**config.mk**
```make
export PLATFORM = sky130hd
export DESIGN_NAME = prog_run_seq_flat
export DESIGN_NICKNAME = d
export VERILOG_FILES = /design/src/rtl/prog_run_seq_if.sv /design/src/rtl/prog_run_seq.sv /design/src/flat_wrapper.sv
export SDC_FILE = /design/constraint.sdc
export NUM_CORES = 1
export LEC_CHECK = 0
export CAP_MARGIN = 20
export CORE_AREA = 4 4 166 152
export DETAILED_ROUTE_END_ITERATION = 6
export DIE_AREA = 0 0 170 156
export HOLD_SLACK_MARGIN = 0.02
export PLACE_DENSITY = 0.88
export RECOVER_POWER = 50
export SYNTH_ARGS = -nofsm -noshare
export SYNTH_HDL_FRONTEND = slang
export SYNTH_SLANG_ARGS = --single-unit
```
**constraint.sdc**
```tcl
create_clock -name clk -period 6.9 [get_ports clk]
set_input_delay 0.69 -clock clk [delete_from_list [all_inputs] [get_ports clk]]
set_output_delay 0.69 -clock clk [all_outputs]
set_load 0.1 [all_outputs]
```
**src/rtl/prog_run_seq_if.sv**
```systemverilog
// rtl/prog_run_seq_if.sv - load and dump stream bundle for the program-run sequencer
interface prog_run_seq_if;
    logic        s_valid;
    logic [31:0] s_data;
    logic        s_ready;
    logic        m_valid;
    logic [31:0] m_data;
    logic        m_ready;

    modport master (output s_valid, s_data, m_ready, input s_ready, m_valid, m_data);
    modport slave  (input s_valid, s_data, m_ready, output s_ready, m_valid, m_data);
endinterface

```
**src/rtl/prog_run_seq.sv**
```systemverilog
// rtl/prog_run_seq.sv - loads IMEM/DMEM from a stream, runs the CPU for N cycles, dumps DMEM
module prog_run_seq #(
    parameter int CNT_W  = 32,
    parameter int ILEN_W = 10,
    parameter int DLEN_W = 11
) (
    input  logic              clk,
    input  logic              arst,
    input  logic              start,
    input  logic [ILEN_W-1:0] i_len,
    input  logic [DLEN_W-1:0] d_len,
    input  logic [CNT_W-1:0]  run_cycles,
    input  logic [DLEN_W-1:0] dump_len,
    prog_run_seq_if.slave     bus,
    output logic [31:0]       addr_ext,
    output logic              wen_ext,
    output logic              ren_ext,
    output logic [31:0]       wdata_ext,
    output logic [31:0]       addr_ext_2,
    output logic              wen_ext_2,
    output logic              ren_ext_2,
    output logic [31:0]       wdata_ext_2,
    input  logic [31:0]       rdata_ext_2,
    output logic              cpu_arst_n,
    output logic              cpu_enable,
    output logic              busy,
    output logic              done
);
    typedef enum logic [2:0] {IDLE, LOAD_I, LOAD_D, RUN, DUMP_RD, DUMP_WAIT, DUMP_OUT} state_t;

    state_t            state_q, state_d;
    logic [DLEN_W-1:0] il_q, il_d, dl_q, dl_d, dump_q, dump_d;
    logic [CNT_W-1:0]  rc_q, rc_d, cyc_q, cyc_d;
    logic [DLEN_W-1:0] idx_q, idx_d, k_q, k_d;
    logic              busy_q, busy_d, done_q, done_d, arstn_q, arstn_d;
    logic [31:0]       mdata_q, mdata_d;
    logic              wen_i_q, wen_i_d, wen_d_q, wen_d_d;
    logic [31:0]       waddr_q, waddr_d, wdata_q, wdata_d;
    logic              s_ready_c, m_valid_c, enable_c, ren2_c;

    function automatic logic [31:0] byte_addr(input logic [DLEN_W-1:0] i);
        return {{(30-DLEN_W){1'b0}}, i, 2'b00};
    endfunction

    always_comb begin
        state_d   = state_q;
        il_d      = il_q;
        dl_d      = dl_q;
        rc_d      = rc_q;
        dump_d    = dump_q;
        cyc_d     = cyc_q;
        idx_d     = idx_q;
        k_d       = k_q;
        busy_d    = busy_q;
        done_d    = done_q;
        arstn_d   = arstn_q;
        mdata_d   = mdata_q;
        wen_i_d   = 1'b0;
        wen_d_d   = 1'b0;
        waddr_d   = '0;
        wdata_d   = '0;
        s_ready_c = 1'b0;
        m_valid_c = 1'b0;
        enable_c  = 1'b0;
        ren2_c    = 1'b0;
        case (state_q)
            IDLE: if (start) begin
                il_d    = DLEN_W'(i_len);
                dl_d    = d_len;
                rc_d    = run_cycles;
                dump_d  = dump_len;
                cyc_d   = '0;
                idx_d   = '0;
                k_d     = '0;
                done_d  = 1'b0;
                arstn_d = 1'b0;
                busy_d  = 1'b1;
                if (i_len != '0)                                state_d = LOAD_I;
                else if (d_len != '0)                           state_d = LOAD_D;
                else if (run_cycles != '0 || dump_len != '0) begin
                    state_d = RUN;
                    arstn_d = 1'b1;
                end else begin
                    busy_d = 1'b0;
                    done_d = 1'b1;
                end
            end
            // Writes are registered here and issued next cycle, so the last
            // word lands in the first cycle of the following state.
            LOAD_I, LOAD_D: begin
                s_ready_c = 1'b1;
                if (bus.s_valid) begin
                    wen_i_d = (state_q == LOAD_I);
                    wen_d_d = (state_q == LOAD_D);
                    waddr_d = byte_addr(idx_q);
                    wdata_d = bus.s_data;
                    if (idx_q == ((state_q == LOAD_I) ? il_q : dl_q) - DLEN_W'(1)) begin
                        idx_d = '0;
                        if (state_q == LOAD_I && dl_q != '0) begin
                            state_d = LOAD_D;
                        end else begin
                            state_d = RUN;
                            arstn_d = 1'b1;
                        end
                    end else begin
                        idx_d = idx_q + DLEN_W'(1);
                    end
                end
            end
            // RUN is always visited after loading, so the trailing DMEM write
            // can never collide with a dump read on the same port.
            RUN: begin
                enable_c = (rc_q != '0);
                if (rc_q == '0 || cyc_q == rc_q - CNT_W'(1)) begin
                    if (dump_q != '0) begin
                        state_d = DUMP_RD;
                    end else begin
                        state_d = IDLE;
                        busy_d  = 1'b0;
                        done_d  = 1'b1;
                    end
                end else begin
                    cyc_d = cyc_q + CNT_W'(1);
                end
            end
            DUMP_RD: begin
                ren2_c  = 1'b1;
                state_d = DUMP_WAIT;
            end
            DUMP_WAIT: begin
                mdata_d = rdata_ext_2;
                state_d = DUMP_OUT;
            end
            DUMP_OUT: begin
                m_valid_c = 1'b1;
                if (bus.m_ready) begin
                    if (k_q + DLEN_W'(1) == dump_q) begin
                        state_d = IDLE;
                        busy_d  = 1'b0;
                        done_d  = 1'b1;
                    end else begin
                        k_d     = k_q + DLEN_W'(1);
                        state_d = DUMP_RD;
                    end
                end
            end
            default: state_d = IDLE;
        endcase
    end

    always_ff @(posedge clk or posedge arst) begin
        if (arst) begin
            state_q <= IDLE;
            il_q    <= '0;
            dl_q    <= '0;
            rc_q    <= '0;
            dump_q  <= '0;
            cyc_q   <= '0;
            idx_q   <= '0;
            k_q     <= '0;
            busy_q  <= 1'b0;
            done_q  <= 1'b0;
            arstn_q <= 1'b0;
            mdata_q <= '0;
            wen_i_q <= 1'b0;
            wen_d_q <= 1'b0;
            waddr_q <= '0;
            wdata_q <= '0;
        end else begin
            state_q <= state_d;
            il_q    <= il_d;
            dl_q    <= dl_d;
            rc_q    <= rc_d;
            dump_q  <= dump_d;
            cyc_q   <= cyc_d;
            idx_q   <= idx_d;
            k_q     <= k_d;
            busy_q  <= busy_d;
            done_q  <= done_d;
            arstn_q <= arstn_d;
            mdata_q <= mdata_d;
            wen_i_q <= wen_i_d;
            wen_d_q <= wen_d_d;
            waddr_q <= waddr_d;
            wdata_q <= wdata_d;
        end
    end

    assign bus.s_ready = s_ready_c;
    assign bus.m_valid = m_valid_c;
    assign bus.m_data  = mdata_q;
    assign addr_ext    = wen_i_q ? waddr_q : '0;
    assign wen_ext     = wen_i_q;
    assign ren_ext     = 1'b0;
    assign wdata_ext   = wen_i_q ? wdata_q : '0;
    assign addr_ext_2  = wen_d_q ? waddr_q : (ren2_c ? byte_addr(k_q) : '0);
    assign wen_ext_2   = wen_d_q;
    assign ren_ext_2   = ren2_c;
    assign wdata_ext_2 = wen_d_q ? wdata_q : '0;
    assign cpu_arst_n  = arstn_q;
    assign cpu_enable  = enable_c;
    assign busy        = busy_q;
    assign done        = done_q;
endmodule

```
**src/flat_wrapper.sv**
```systemverilog
// flat-port wrapper written by rule: the top's interface ports become plain ports
module prog_run_seq_flat 
#(
    parameter int CNT_W  = 32,
    parameter int ILEN_W = 10,
    parameter int DLEN_W = 11
)
  (clk, arst, start, i_len, d_len, run_cycles, dump_len, addr_ext, wen_ext, ren_ext, wdata_ext, addr_ext_2, wen_ext_2, ren_ext_2, wdata_ext_2, rdata_ext_2, cpu_arst_n, cpu_enable, busy, done, bus_s_valid, bus_s_data, bus_m_ready, bus_s_ready, bus_m_valid, bus_m_data);
  prog_run_seq_if bus_i ();
  input  logic clk;
  input  logic arst;
  input  logic start;
  input  logic [ILEN_W-1:0] i_len;
  input  logic [DLEN_W-1:0] d_len;
  input  logic [CNT_W-1:0] run_cycles;
  input  logic [DLEN_W-1:0] dump_len;
  output logic [31:0] addr_ext;
  output logic wen_ext;
  output logic ren_ext;
  output logic [31:0] wdata_ext;
  output logic [31:0] addr_ext_2;
  output logic wen_ext_2;
  output logic ren_ext_2;
  output logic [31:0] wdata_ext_2;
  input  logic [31:0] rdata_ext_2;
  output logic cpu_arst_n;
  output logic cpu_enable;
  output logic busy;
  output logic done;
  input wire logic [$bits(bus_i.s_valid)-1:0] bus_s_valid;
  input wire logic [$bits(bus_i.s_data)-1:0] bus_s_data;
  input wire logic [$bits(bus_i.m_ready)-1:0] bus_m_ready;
  output wire logic [$bits(bus_i.s_ready)-1:0] bus_s_ready;
  output wire logic [$bits(bus_i.m_valid)-1:0] bus_m_valid;
  output wire logic [$bits(bus_i.m_data)-1:0] bus_m_data;
  assign bus_i.s_valid = bus_s_valid;
  assign bus_i.s_data = bus_s_data;
  assign bus_i.m_ready = bus_m_ready;
  assign bus_s_ready = bus_i.s_ready;
  assign bus_m_valid = bus_i.m_valid;
  assign bus_m_data = bus_i.m_data;
  prog_run_seq #(.CNT_W(CNT_W), .ILEN_W(ILEN_W), .DLEN_W(DLEN_W)) u_core (.clk(clk), .arst(arst), .start(start), .i_len(i_len), .d_len(d_len), .run_cycles(run_cycles), .dump_len(dump_len), .bus(bus_i), .addr_ext(addr_ext), .wen_ext(wen_ext), .ren_ext(ren_ext), .wdata_ext(wdata_ext), .addr_ext_2(addr_ext_2), .wen_ext_2(wen_ext_2), .ren_ext_2(ren_ext_2), .wdata_ext_2(wdata_ext_2), .rdata_ext_2(rdata_ext_2), .cpu_arst_n(cpu_arst_n), .cpu_enable(cpu_enable), .busy(busy), .done(done));
endmodule
```
After elaboration in Yosys (flattened, before gate mapping)
Index checks and enable logic that the tools add are counted.
Widths: inputs -> output; s select.
{"block": "classes", "add_sub_neg": 5, "muxes": 65, "eq_ne": 20, "n_reduce_logical": 24}
{"cell": "$mux 32", "n": 9}
{"cell": "$mux 11", "n": 6}
{"cell": "$pmux 32 s2", "n": 1}
{"cell": "$reduce_bool 32->1", "n": 2}
{"cell": "$pmux 11 s2", "n": 2}
{"cell": "$reduce_bool 11->1", "n": 4}
{"cell": "$add 32x1->32 const B", "n": 1}
{"cell": "$eq 32x32->1", "n": 1}
{"cell": "$logic_not 32->1", "n": 1}
{"cell": "$sub 32x1->32 const B", "n": 1}
{"cell": "$mux 1", "n": 31}
{"cell": "$mux 3", "n": 10}
{"cell": "$mux 13", "n": 2}
{"cell": "$add 11x1->11 const B", "n": 2}
{"cell": "$eq 11x11->1", "n": 2}
{"cell": "$pmux 3 s6", "n": 1}
{"cell": "$ne 2x2->1 const B", "n": 7}
{"cell": "$reduce_and 6->1", "n": 2}
{"cell": "$sub 11x1->11 const B", "n": 1}
{"cell": "$reduce_bool 10->1", "n": 1}
{"cell": "$eq 3x3->1 const B", "n": 3}
{"cell": "$eq 3x2->1 const B", "n": 2}
{"cell": "$ne 2x1->1 const B", "n": 3}
{"cell": "$pmux 1 s3", "n": 2}
{"cell": "other kinds (13)", "n": 17}
{"block": "word_totals", "output_inout_bits": 170, "word_cells": 130, "reg_bits": 222, "in_bits": 133}

Logic depth before layout (Yosys ltp)
Gate-level depths: netlist of the first run.
{"block": "depth", "word_depth": 7, "ltp_mapped": 15, "mapped_depth_nobuf": 12}

Worst setup path after synthesis of the first run
No wires, ideal clock.
{"block": "synth_path", "path_type": "register to output", "from": "register u_core.state_q[2]", "to": "output addr_ext_2[10]", "required_time_ns": 6.210, "arrival_ns": 4.354, "slack_ns": 1.856, "path_stages_with_launch": 8, "path_buffers": 3, "path_cell_list": "dfrtp_1 -> clkbuf_1 -> clkbuf_1 -> nand2b_1 -> nor2_1 -> clkbuf_1 -> nand2_1 -> o21ai_0"}
{"block": "synth_via", "elab_chain_len": 4}
{"item": "from (decl)", "line": "prog_run_seq.sv:31", "source": "state_t state_q, state_d;"}
{"item": "from (signal assigned)", "line": "prog_run_seq.sv:170", "source": "state_q <= state_d;"}
{"item": "$eq 3x3->1", "line": "prog_run_seq.sv:66", "source": "case (state_q)"}
{"item": "$mux 1", "line": "prog_run_seq.sv:66"}
{"item": "via ren_ext_2", "line": "flat_wrapper.sv:23", "source": "output logic ren_ext_2;"}
{"item": "$mux 13", "line": "prog_run_seq.sv:196", "source": "assign addr_ext_2 = wen_d_q ? waddr_q : (ren2_c ? byte_addr(k_q) : '0);"}
{"item": "$mux 32", "line": "prog_run_seq.sv:196"}
{"item": "to (decl)", "line": "flat_wrapper.sv:21", "source": "output logic [31:0] addr_ext_2;"}
The timed path passes the listed nets, and every way through them passes these cells.

Worst setup path after layout of the first run
{"block": "layout_path", "from": "register u_core.state_q[1]", "to": "output bus_s_ready"}
{"block": "layout_via", "elab_chain_len": 3, "word_cells_on_any_way": 4, "classes_between": "eq/ne: 2; mux: 1; reduce/logical: 1"}
{"item": "$eq 3x2->1 / $eq 3x1->1 (equally long branches)", "line": "prog_run_seq.sv:66"}
{"item": "$reduce_or 2->1 *", "line": "prog_run_seq.sv:66"}
{"item": "$mux 1 *", "line": "prog_run_seq.sv:66"}
{"item": "to (decl)", "line": "flat_wrapper.sv:33", "source": "output wire logic [$bits(bus_i.s_ready)-1:0] bus_s_ready;"}
Mark *: on every way between the ends. The rest lies on a longest branch, timed or not.

==> metrics.md, run 1 <==
| Metric | Value |
|---|---|
| Share of cells above drive strength 1 | `6.35%` |
| Final WL | `33,300 um` |
| Post-DP HPWL | `24,400 um` |
| Drt via density | `5.63` |
| Power, Total | `6.38 mW` |
| Post-CTS Resized | `0` |
| Initial core utilization | `49.8%` |
| Status | `finished, violations left` |
| Cells after Synth | `1,312` |
| PwrDens | `428 mW/mm^2` |
| Final core occ | `64.1%` |
| CP max stage cell | `clkdlybuf4s50_1` |
| Routed len/inst | `18.1 um` |
| Failing checks | `max-capacitance violations, max-slew violations` |
| CP arrival | `4.26 ns` |
| Seq/Total Area, Yosys | `43.4%` |
| Class of the worst hold path | `flip-flop to flip-flop` |
| Maximum vdd drop | `0.000423 V` |
| CP top delay family | `buffers and inverters` |
| Final setup violation count | `0` |
| Slew @ Worst Pin | `1.80 ns` |
| Levels on crit path | `5` |
| Largest net degree at the start of global routing | `135` |
| Final layout net count | `1,669` |
| Fmax | `202 MHz` |
| Setup TNS | `0 ns` |
| Antenna violations before repair | `1` |
| # Post-CTS Setup Buffers | `0` |
| Dominant synthesized flop cell | `dfrtp_1` |
| Max Slew Vio Count | `33` |
| Synth async-reset ratio | `100%` |
| Leakage | `6.50 nW` |
| Critical Path End Type | `output port` |
| Root buffer cell | `clkbuf_16` |
| Gr ovfl total | `0` |
| Final Hold Viols | `0` |
| Period minus WS final | `4.95 ns` |
| Total number of vias | `10,400` |
| Full die area | `0.0265 mm^2` |
| N_diodes | `0` |
| Core area | `0.0233 mm^2` |
| Final period util | `71.7%` |
| Global-route wire length before repair | `52,600 um` |
| Number of fill cells | `1,868` |
| #FFs+latches synth | `201` |
| Vias in the first global route | `10,000` |
| Synth-to-Final Area Change | `28.7%` |
| Max stage delay on crit path | `1.35 ns` |
| DR DRC count | `0` |
| R2R cell count | `12` |
| RSZ-0062 raised after global routing | `no` |
| Layout Skew | `0.0150 ns` |
| Worst Hold Path Cells | `1` |
| CP max FO | `40` |
| CP cell instances | `nor2b_1 -> o21bai_1 -> inv_1 -> clkbuf_1 -> clkdlybuf4s50_1` |
| Sinks on Clock Net | `201` |
| Number of synthesized flops with an enable pin | `0` |
| Overall Global Routing Usage | `24.0%` |
| CP startpoint kind | `flip-flop` |
| Port-buffer cells | `259` |
| Syn_area_per_cell | `8.84 um^2` |
| Cell variety after synth | `74` |
| Die width | `170 um` |
| Post-cts hold buffer count | `0` |
| CTS tree | `yes` |
| Hold slack | `0.505 ns` |
| I/O pin total | `303` |
| ANT nets after route | `0` |
| Skew-Pair Late Insertion Delay | `0.50 ns` |
| Cts bufs inserted | `23` |
| Post-Syn Area | `0.0116 mm^2` |
| DRT iter0 DRCs | `1,016` |
| Worst Path Buf+Inv | `3` |
| Yosys warns | `0` |
| H-tree lvl count | `1` |
| Relative slew margins | `-20.1%` |
| Maximum clock insertion buffer count | `3` |
| Drt first pass iters | `6` |
| WS Path Type | `flip-flop to output port` |
| Row count | `53` |
| Max_cap viols | `2` |
| Req. time, crit path | `6.21 ns` |
| Die H | `156 um` |
| Placer Congestion | `0.956` |
| Worst-path clk slew | `0.06 ns` |
final cells by class:
cell class / instances / area (um^2) / share of cell area (%)
clock buffers: 30 / 662 / 4.44
inverters: 16 / 67.6 / 0.453
flip-flops and latches: 201 / 5030 / 33.7
repair buffers: 268 / 2650 / 17.8
multi-input cells: 1020 / 6030 / 40.4
clock inverters: 8 / 101 / 0.679
well taps: 302 / 378 / 2.53
state kept, by name, indices dropped and copies added, names as in the netlist:
name,count
u_core.k_q,11
u_core.idx_q,11
u_core.wen_ext,1
u_core.dump_q,11
u_core.wdata_q,32
u_core.wen_ext_2,1
u_core.dl_q,11
u_core.state_q,3
u_core.done,1
u_core.cyc_q,32
u_core.bus.m_data,32
u_core.il_q,10
u_core.rc_q,32
u_core.busy,1
u_core.waddr_q,11
u_core.cpu_arst_n,1
through the flow:
step	area (um^2)	setup slack [ns]	std cells
finish	14900	1.95	1845
global route	14900	1.69	1845
CTS	14900	2.65	1845
detailed placement	14200	2.67	1807
global placement	14200	2.89	1807
floorplan	11800	0.728	1354
report_power, final:
group / total, mW / internal [mW] / switching (mW) / leakage [nW]
clock network: 1.23 / 0.747 / 0.481 / 0.381
logic: 3.16 / 1.03 / 2.13 / 3.50
registers: 1.99 / 1.54 / 0.456 / 2.61
total: 6.38 / 3.31 / 3.07 / 6.50
logic make-up (layout without fill, tap and decap cells):
family	count (synthesis)	after routing	synth area share (%)
DFF	201	201	43.4
other	1	43	0.0323
adders and majority gates	6	6	0.648
buffers and inverters	133	322	5.94
xor gates and xnor gates	87	87	6.57
and+or+nand+nor	672	672	29.7
AOI/OAI and AO/OA	157	157	8.57
muxes	55	55	5.16
Yosys cell counts (all sizes together), types with 2 or more instances:
cell type | instances | area, um^2
a2111oi | 2 | 18.8
a211oi | 5 | 42.5
a21oi | 30 | 150
a31oi | 7 | 43.8
and2 | 79 | 494
and3 | 51 | 319
and4 | 5 | 43.8
buf | 59 | 408
clkbuf | 58 | 220
dfrtp | 201 | 5030
ha | 6 | 75.1
inv | 16 | 60.1
mux2 | 35 | 398
mux2i | 20 | 200
nand2 | 272 | 1020
nand2b | 10 | 62.6
nand3 | 40 | 205
nand3b | 7 | 52.6
nand4 | 15 | 100
nand4b | 2 | 17.5
nor2 | 58 | 218
nor2b | 7 | 43.8
nor3 | 35 | 175
nor3b | 6 | 50.1
nor4 | 31 | 234
nor4b | 3 | 26.3
o2111ai | 3 | 26.3
o211ai | 18 | 135
o21a | 4 | 30.0
o21ai | 60 | 304
o21bai | 2 | 15.0
o22ai | 4 | 25.0
o31ai | 5 | 51.3
o41ai | 5 | 43.8
or2 | 4 | 25.0
or3 | 17 | 106
or3b | 6 | 52.6
or4 | 21 | 161
xnor2 | 62 | 543
xor2 | 25 | 219
worst register-to-register path, delay by kind of cell, from the launching register on:
family	cells	cell delay (ns)
and+or+nand+nor	3	1.29
adders and majority gates	1	0.29
AOI/OAI and AO/OA	4	1.06
DFF	1	0.56
xor gates and xnor gates	1	0.16
muxes	3	0.82
metal layers:
layer	GRT usage, %	wire length, um	up-vias
met3	3.78	2200	79
met4	7.00	982	2
met5	0	7	-
met1	33.2	14000	5007
met2	39.4	16100	416
li1	-	-	4881
path summary, 6_finish.rpt:
| kind | startpoint | endpoint | slack (ns) |
|---|---|---|---|
| min in group asynchronous | arst | u_core.wdata_q[1]$_DFF_PP0_ | 0.86 |
| setup / recovery | u_core.state_q[1]$_DFFE_PP0P_ | bus_s_ready | 1.95 |
| hold / removal | u_core.bus.m_data[30]$_DFFE_PP0N_ | u_core.bus.m_data[30]$_DFFE_PP0N_ | 0.50 |
| hold reg to reg | u_core.bus.m_data[30]$_DFFE_PP0N_ | u_core.bus.m_data[30]$_DFFE_PP0N_ | 0.50 |
| setup reg to reg | u_core.state_q[1]$_DFFE_PP0P_ | u_core.cpu_arst_n$_DFFE_PP0P_ | 2.61 |
| max in group asynchronous | arst | u_core.rc_q[11]$_DFFE_PP0P_ | 4.58 |
placed cells by master, fill, tap and decap left out, types with 17 or more instances in the layout:
cell and count:
conb_1 43, xor2_1 25, clkbuf_16 23, o211ai_1 18, o21ai_0 55, and2_1 79, nor2_1 58, mux2_2 34
nor3_1 35, mux2i_1 20, clkdlybuf4s50_1 256, nand2_1 271, nor4_1 26, and3_1 51, or4_1 20, nand3_1 39
xnor2_1 62, or3_1 17, a21oi_1 30, dfrtp_1 201
No activity file was read; power rests on OpenSTA's default activity.
==> inputs of run 2 (changes only) <==
clock period = 4.9 ns   (was 6.9 ns; I/O delays follow)
==> metrics.md, run 2 (same netlist as run 1, synthesis figures left out) <==
| Metric | Value |
|---|---|
| Synth-to-Final Area Change | `29.3% (was 28.7%)` |
| Maximum clock insertion buffer count | `3 (unchanged)` |
| Hold wc startpoint | `u_core.bus.m_data[16]$_DFFE_PP0N_ (was u_core.bus.m_data[30]$_DFFE_PP0N_)` |
| Vias in the first global route | `10,100 (was 10,000)` |
| CP top delay family | `simple AND/OR/NAND/NOR gates (was buffers and inverters)` |
| Layout Skew | `0.0129 ns (was 0.0150 ns)` |
| Drt via density | `5.65 (was 5.63)` |
| Largest net degree at the start of global routing | `175 (was 135)` |
| Post-DP HPWL | `24,300 um (was 24,400 um)` |
| Fmax | `235 MHz` |
| Final WL | `33,400 um (was 33,300 um)` |
| Die width | `170 um (unchanged)` |
| Failing checks | `max-capacitance violations, max-slew violations (unchanged)` |
| Final layout net count | `1,674 (was 1,669)` |
| Global-route wire length before repair | `53,200 um (was 52,600 um)` |
| Worst Path Buf+Inv | `0 (was 3)` |
| Overall Global Routing Usage | `24.2% (was 24.0%)` |
| Post-cts hold buffer count | `0 (unchanged)` |
| Final period util | `86.7%` |
| Critical Path End Type | `flip-flop (was output port)` |
| DRT iter0 DRCs | `1,187 (was 1,016)` |
| Slew @ Worst Pin | `2.40 ns (was 1.80 ns)` |
| Req. time, crit path | `5.30 ns (was 6.21 ns)` |
| Worst-path clk slew | `0.07 ns (was 0.06 ns)` |
| Cts bufs inserted | `23 (unchanged)` |
| Placer Congestion | `0.978 (was 0.956)` |
| Period minus WS final | `4.25 ns` |
| Number of fill cells | `1,866 (was 1,868)` |
| CP startpoint kind | `flip-flop (unchanged)` |
| Die H | `156 um (unchanged)` |
| N_diodes | `0 (unchanged)` |
| Reg2reg start | `u_core.state_q[0]$_DFFE_PP0P_ (was u_core.state_q[1]$_DFFE_PP0P_)` |
| Relative slew margins | `-59.8% (was -20.1%)` |
| CP max FO | `17 (was 40)` |
| Most common cell after layout, fill and taps aside | `nand2_1 (unchanged)` |
| Final Hold Viols | `0 (unchanged)` |
| Full die area | `0.0265 mm^2 (unchanged)` |
| Final setup violation count | `0 (unchanged)` |
| CP startpoint | `u_core.state_q[0]$_DFFE_PP0P_ (was u_core.state_q[1]$_DFFE_PP0P_)` |
| Port-buffer cells | `259 (unchanged)` |
| Drt first pass iters | `5 (was 6)` |
| Root buffer cell | `clkbuf_16 (unchanged)` |
| H-tree lvl count | `1 (unchanged)` |
| Maximum vdd drop | `0.000674 V (was 0.000423 V)` |
| Sinks on Clock Net | `201 (unchanged)` |
| Skew-Pair Late Insertion Delay | `0.51 ns (was 0.50 ns)` |
| I/O pin total | `303 (unchanged)` |
| Setup WS pre-CTS | `0.697 ns (was 2.67 ns)` |
| CTS tree | `yes (unchanged)` |
| Max_cap viols | `2 (unchanged)` |
| ANT nets after route | `0 (unchanged)` |
| Row count | `53 (unchanged)` |
| CP arrival | `4.65 ns (was 4.26 ns)` |
| Total number of vias | `10,500 (was 10,400)` |
| Gr ovfl total | `0 (unchanged)` |
| Class of the worst hold path | `flip-flop to flip-flop (unchanged)` |
| Share of cells above drive strength 1 | `6.52% (was 6.35%)` |
| # Post-CTS Setup Buffers | `0 (unchanged)` |
| Register area | `0.00503 mm^2 (unchanged)` |
| Area occupied by multi-input gates | `0.00604 mm^2 (was 0.00603 mm^2)` |
| Max Slew Vio Count | `208 (was 33)` |
| CP cell instances | `or3b_1 -> mux2i_1 -> ha_1 -> nor3b_1 -> xnor2_1 -> mux2i_1 -> a211oi_1 -> o2111ai_1 -> a211oi_2 -> nor2_1 -> a211oi_1 -> mux2_2 (was nor2b_1 -> o21bai_1 -> inv_1 -> clkbuf_1 -> clkdlybuf4s50_1)` |
| Initial core utilization | `49.8% (unchanged)` |
| Max stage delay on crit path | `0.68 ns (was 1.35 ns)` |
| Post-CTS Resized | `0 (unchanged)` |
| Final core occ | `64.4% (was 64.1%)` |
| Commonest cells after routing, fill and taps aside | `nand2_1, clkdlybuf4s50_1, dfrtp_1 (unchanged)` |
| Status | `finished, violations left (unchanged)` |
| Leakage | `6.52 nW (was 6.50 nW)` |
| DR DRC count | `0 (unchanged)` |
| Setup TNS | `0 ns (unchanged)` |
| CP max stage cell | `or3b_1 (was clkdlybuf4s50_1)` |
| Core area | `0.0233 mm^2 (unchanged)` |
| PwrDens | `606 mW/mm^2 (was 428 mW/mm^2)` |
| RSZ-0062 raised after global routing | `no (unchanged)` |
| WS Path Type | `flip-flop to flip-flop (was flip-flop to output port)` |
| Antenna violations before repair | `0 (was 1)` |
| Routed len/inst | `18.0 um (was 18.1 um)` |
| Post-route setup slack | `0.651 ns (was 1.95 ns)` |
## run 2: cell types whose count changed in the layout (fill, tap and decap cells not counted), moves of 2 or more
cell       delta
bufinv_16     +2
clkbuf_8      -5
clkbuf_1      +4
clkinv_2      +2
## run 2: layout make-up
cell class / count / area share, %
repair buffers: 273 / 18.1
clock inverters: 11 / 1.09
flip-flops and latches: 201 / 33.6
multi-input cells: 1020 / 40.3
well taps: 302 / 2.52
clock buffers: 28 / 4.03
inverters: 16 / 0.409
## run 2: per-stage QoR
stage               hold WS [ns]  instance area (um^2)  cells  power, mW
CTS                        0.430                 15000   1850       9.09
global placement           0.488                 14200   1811       7.17
detailed placement         0.492                 14200   1811       7.28
floorplan                  0.460                 11800   1354       6.19
finish                     0.505                 15000   1851       9.08
global route               0.524                 15000   1851       9.59
## run 2: worst paths after layout
check,endpoint,slack (ns),cells after the start
setup / recovery,u_core.cpu_arst_n$_DFFE_PP0P_,0.65,12
min in group asynchronous,u_core.rc_q[3]$_DFFE_PP0P_,0.70,2
max in group asynchronous,u_core.wdata_q[5]$_DFF_PP0_,1.20,3
hold / removal,u_core.bus.m_data[16]$_DFFE_PP0N_,0.50,1
setup reg to reg,u_core.cpu_arst_n$_DFFE_PP0P_,0.65,12
hold reg to reg,u_core.bus.m_data[16]$_DFFE_PP0N_,0.50,1
## run 2: per-layer routing
metal / vias up / wire (um) / GRT usage, %
met5: - / 0 / 0
met4: 0 / 842 / 6.50
met3: 66 / 2350 / 3.67
met2: 413 / 16200 / 39.2
met1: 5087 / 14000 / 34.3
li1: 4901 / - / -
## run 2: where the power goes
group | switching (mW) | leakage, nW | internal (mW)
Combinational | 3.06 | 3.53 | 1.48
Clock | 0.686 | 0.380 | 1.08
Sequential | 0.606 | 2.61 | 2.16
Total | 4.35 | 6.52 | 4.73
## run 2: worst reg2reg max path: cells and delay by family, from the launching register on
family	cells	cell delay [ns]
simple gates	3	1.23
compound gates	4	1.03
mux	3	0.80
flops	1	0.64
fa+ha+maj	1	0.28
xor+xnor	1	0.16
==> inputs of run 3 (changes only) <==
CORE_AREA = 4 4 144 174   (was 4 4 166 152)
DIE_AREA = 0 0 148 178   (was 0 0 170 156)
==> metrics.md, run 3 (same netlist as run 1, synthesis figures left out) <==
| Metric | Value |
|---|---|
| Full die area | `0.0263 mm^2 (was 0.0265 mm^2)` |
| Die width | `148 um (was 170 um)` |
| Sinks on Clock Net | `201 (unchanged)` |
| Hold worst-path end | `u_core.bus.m_data[24]$_DFFE_PP0N_ (was u_core.bus.m_data[16]$_DFFE_PP0N_)` |
| Share of cells above drive strength 1 | `6.51% (was 6.52%)` |
| Maximum clock insertion buffer count | `3 (unchanged)` |
| H-tree lvl count | `1 (unchanged)` |
| Port-buffer cells | `259 (unchanged)` |
| Class of the worst hold path | `flip-flop to flip-flop (unchanged)` |
| Leakage | `6.53 nW (was 6.52 nW)` |
| # Post-CTS Setup Buffers | `0 (unchanged)` |
| Post-CTS Resized | `0 (unchanged)` |
| Commonest cells after routing, fill and taps aside | `nand2_1, clkdlybuf4s50_1, dfrtp_1 (unchanged)` |
| R2R cell count | `12 (unchanged)` |
| Root buffer cell | `clkbuf_16 (unchanged)` |
| Final WL | `34,100 um (was 33,400 um)` |
| Most common cell after layout, fill and taps aside | `nand2_1 (unchanged)` |
| Initial core utilization | `50.0% (was 49.8%)` |
| R2r setup slk | `0.67 ns (was 0.65 ns)` |
| Worst-path clk slew | `0.06 ns (was 0.07 ns)` |
| Setup WS pre-CTS | `0.727 ns (was 0.697 ns)` |
| Total number of vias | `10,400 (was 10,500)` |
| Worst Hold Path Cells | `1 (unchanged)` |
| Vias in the first global route | `10,100 (about the same)` |
| Routed len/inst | `18.3 um (was 18.0 um)` |
| Synth-to-Final Area Change | `29.7% (was 29.3%)` |
| CP max FO | `17 (unchanged)` |
| Max Slew Vio Count | `295 (was 208)` |
| Number of fill cells | `1,856 (was 1,866)` |
| Area occupied by multi-input gates | `0.00604 mm^2 (unchanged)` |
| Drt first pass iters | `6 (was 5)` |
| Placer Congestion | `0.965 (was 0.978)` |
| Post-DP HPWL | `25,800 um (was 24,300 um)` |
| Die H | `178 um (was 156 um)` |
| Max_cap viols | `5 (was 2)` |
| Final layout net count | `1,674 (unchanged)` |
| WS Path Type | `flip-flop to flip-flop (unchanged)` |
| Req. time, crit path | `5.29 ns (was 5.30 ns)` |
| Maximum vdd drop | `0.000327 V (was 0.000674 V)` |
| Global-route wire length before repair | `52,900 um (was 53,200 um)` |
| CP startpoint kind | `flip-flop (unchanged)` |
| Final period util | `86.4% (was 86.7%)` |
| DRT iter0 DRCs | `698 (was 1,187)` |
| Largest net degree at the start of global routing | `103 (was 175)` |
| PwrDens | `604 mW/mm^2 (was 606 mW/mm^2)` |
| Post-route setup slack | `0.668 ns (was 0.651 ns)` |
| Power, Total | `9.08 mW (about the same)` |
| CP startpoint | `u_core.state_q[0]$_DFFE_PP0P_ (unchanged)` |
| Slew @ Worst Pin | `3.29 ns (was 2.40 ns)` |
| Final core occ | `64.8% (was 64.4%)` |
| Row count | `61 (was 53)` |
| Failing checks | `max-capacitance violations, max-slew violations (unchanged)` |
| Critical Path End Type | `flip-flop (unchanged)` |
| Core area | `0.0232 mm^2 (was 0.0233 mm^2)` |
| Final setup violation count | `0 (unchanged)` |
| Antenna violations before repair | `0 (unchanged)` |
| RSZ-0062 raised after global routing | `no (unchanged)` |
| Gr ovfl total | `0 (unchanged)` |
| Fmax | `236 MHz (was 235 MHz)` |
| DR DRC count | `0 (unchanged)` |
| Status | `finished, violations left (unchanged)` |
| Relative slew margins | `-119% (was -59.8%)` |
| Setup TNS | `0 ns (unchanged)` |
| Layout Skew | `0.00898 ns (was 0.0129 ns)` |
| Final Hold Viols | `0 (unchanged)` |
| Reg2Reg Capture Point | `u_core.cpu_arst_n$_DFFE_PP0P_ (unchanged)` |
| Skew-Pair Late Insertion Delay | `0.50 ns (was 0.51 ns)` |
| I/O pin total | `303 (unchanged)` |
| Reg2reg start | `u_core.state_q[0]$_DFFE_PP0P_ (unchanged)` |
| Cts bufs inserted | `22 (was 23)` |
| CTS tree | `yes (unchanged)` |
| Post-cts hold buffer count | `0 (unchanged)` |
| Register area | `0.00503 mm^2 (unchanged)` |
| Hold wc startpoint | `u_core.bus.m_data[24]$_DFFE_PP0N_ (was u_core.bus.m_data[16]$_DFFE_PP0N_)` |
| Drt via density | `5.57 (was 5.65)` |
| ANT nets after route | `0 (unchanged)` |
| Overall Global Routing Usage | `24.9% (was 24.2%)` |
| CP arrival | `4.62 ns (was 4.65 ns)` |
| Period minus WS final | `4.23 ns (was 4.25 ns)` |
-- run 3: cell types whose count changed in the layout (fill, tap and decap cells not counted), sizes merged --
cell | before | now
buf | 9 | 10
clkbuf | 33 | 36
clkinv | 7 | 5
clkinvlp | 1 | 2
diode | 0 | 1
dlygate4sd3 | 2 | 1
-- run 3: routing by layer --
metal  GRT usage (%)  share of wire [%]  vias to the layer above
li1                -                  -                     4908
met1            28.5                 37                     4983
met2            44.7                 51                      414
met3            6.07                8.4                       96
met4            10.2                4.2                        0
met5               0                  0                        -
-- run 3: power breakdown --
group / switching [mW] / internal (mW)
sequential: 0.622 / 2.16
clock: 0.685 / 1.12
combinational: 3.03 / 1.47
total: 4.33 / 4.75
-- run 3: worst max path at each step --
stage,end,slack [ns]
after floorplan,addr_ext_2[10],0.06
after global placement,u_core.cpu_arst_n$_DFFE_PP0P_,0.89
after detailed placement,u_core.cpu_arst_n$_DFFE_PP0P_,0.73
after CTS,u_core.cpu_arst_n$_DFFE_PP0P_,0.67
after global routing,u_core.cpu_arst_n$_DFFE_PP0P_,0.37
final,u_core.cpu_arst_n$_DFFE_PP0P_,0.67
-- run 3: worst max-delay path: stages, from the launching register on --
cell and delay [ns]:
dfrtp_1 0.64, or3b_1 0.69, mux2i_1 0.33, ha_1 0.27, nor3b_1 0.36, xnor2_1 0.17
mux2i_1 0.09, a211oi_1 0.23, o2111ai_1 0.16, a211oi_2 0.32, nor2_1 0.19, a211oi_1 0.30
mux2_2 0.36
-- run 3: final cells by class --
| type | instances | area share, % |
|---|---|---|
| inverters | 16 | 0.408 |
| repair buffers | 274 | 18.0 |
| multi-input cells | 1020 | 40.2 |
| diodes | 1 | 0.0166 |
| flip-flops and latches | 201 | 33.5 |
| clock buffers | 30 | 4.20 |
| clock inverters | 10 | 1.09 |
| well taps | 315 | 2.62 |
-- run 3: stage by stage --
stage / cell area, um^2 / hold WS (ns) / std cells
after global routing: 15000 / 0.532 / 1866
after global placement: 14200 / 0.486 / 1824
final: 15000 / 0.502 / 1867
after floorplan: 11800 / 0.460 / 1354
after detailed placement: 14200 / 0.492 / 1824
after CTS: 15000 / 0.377 / 1864
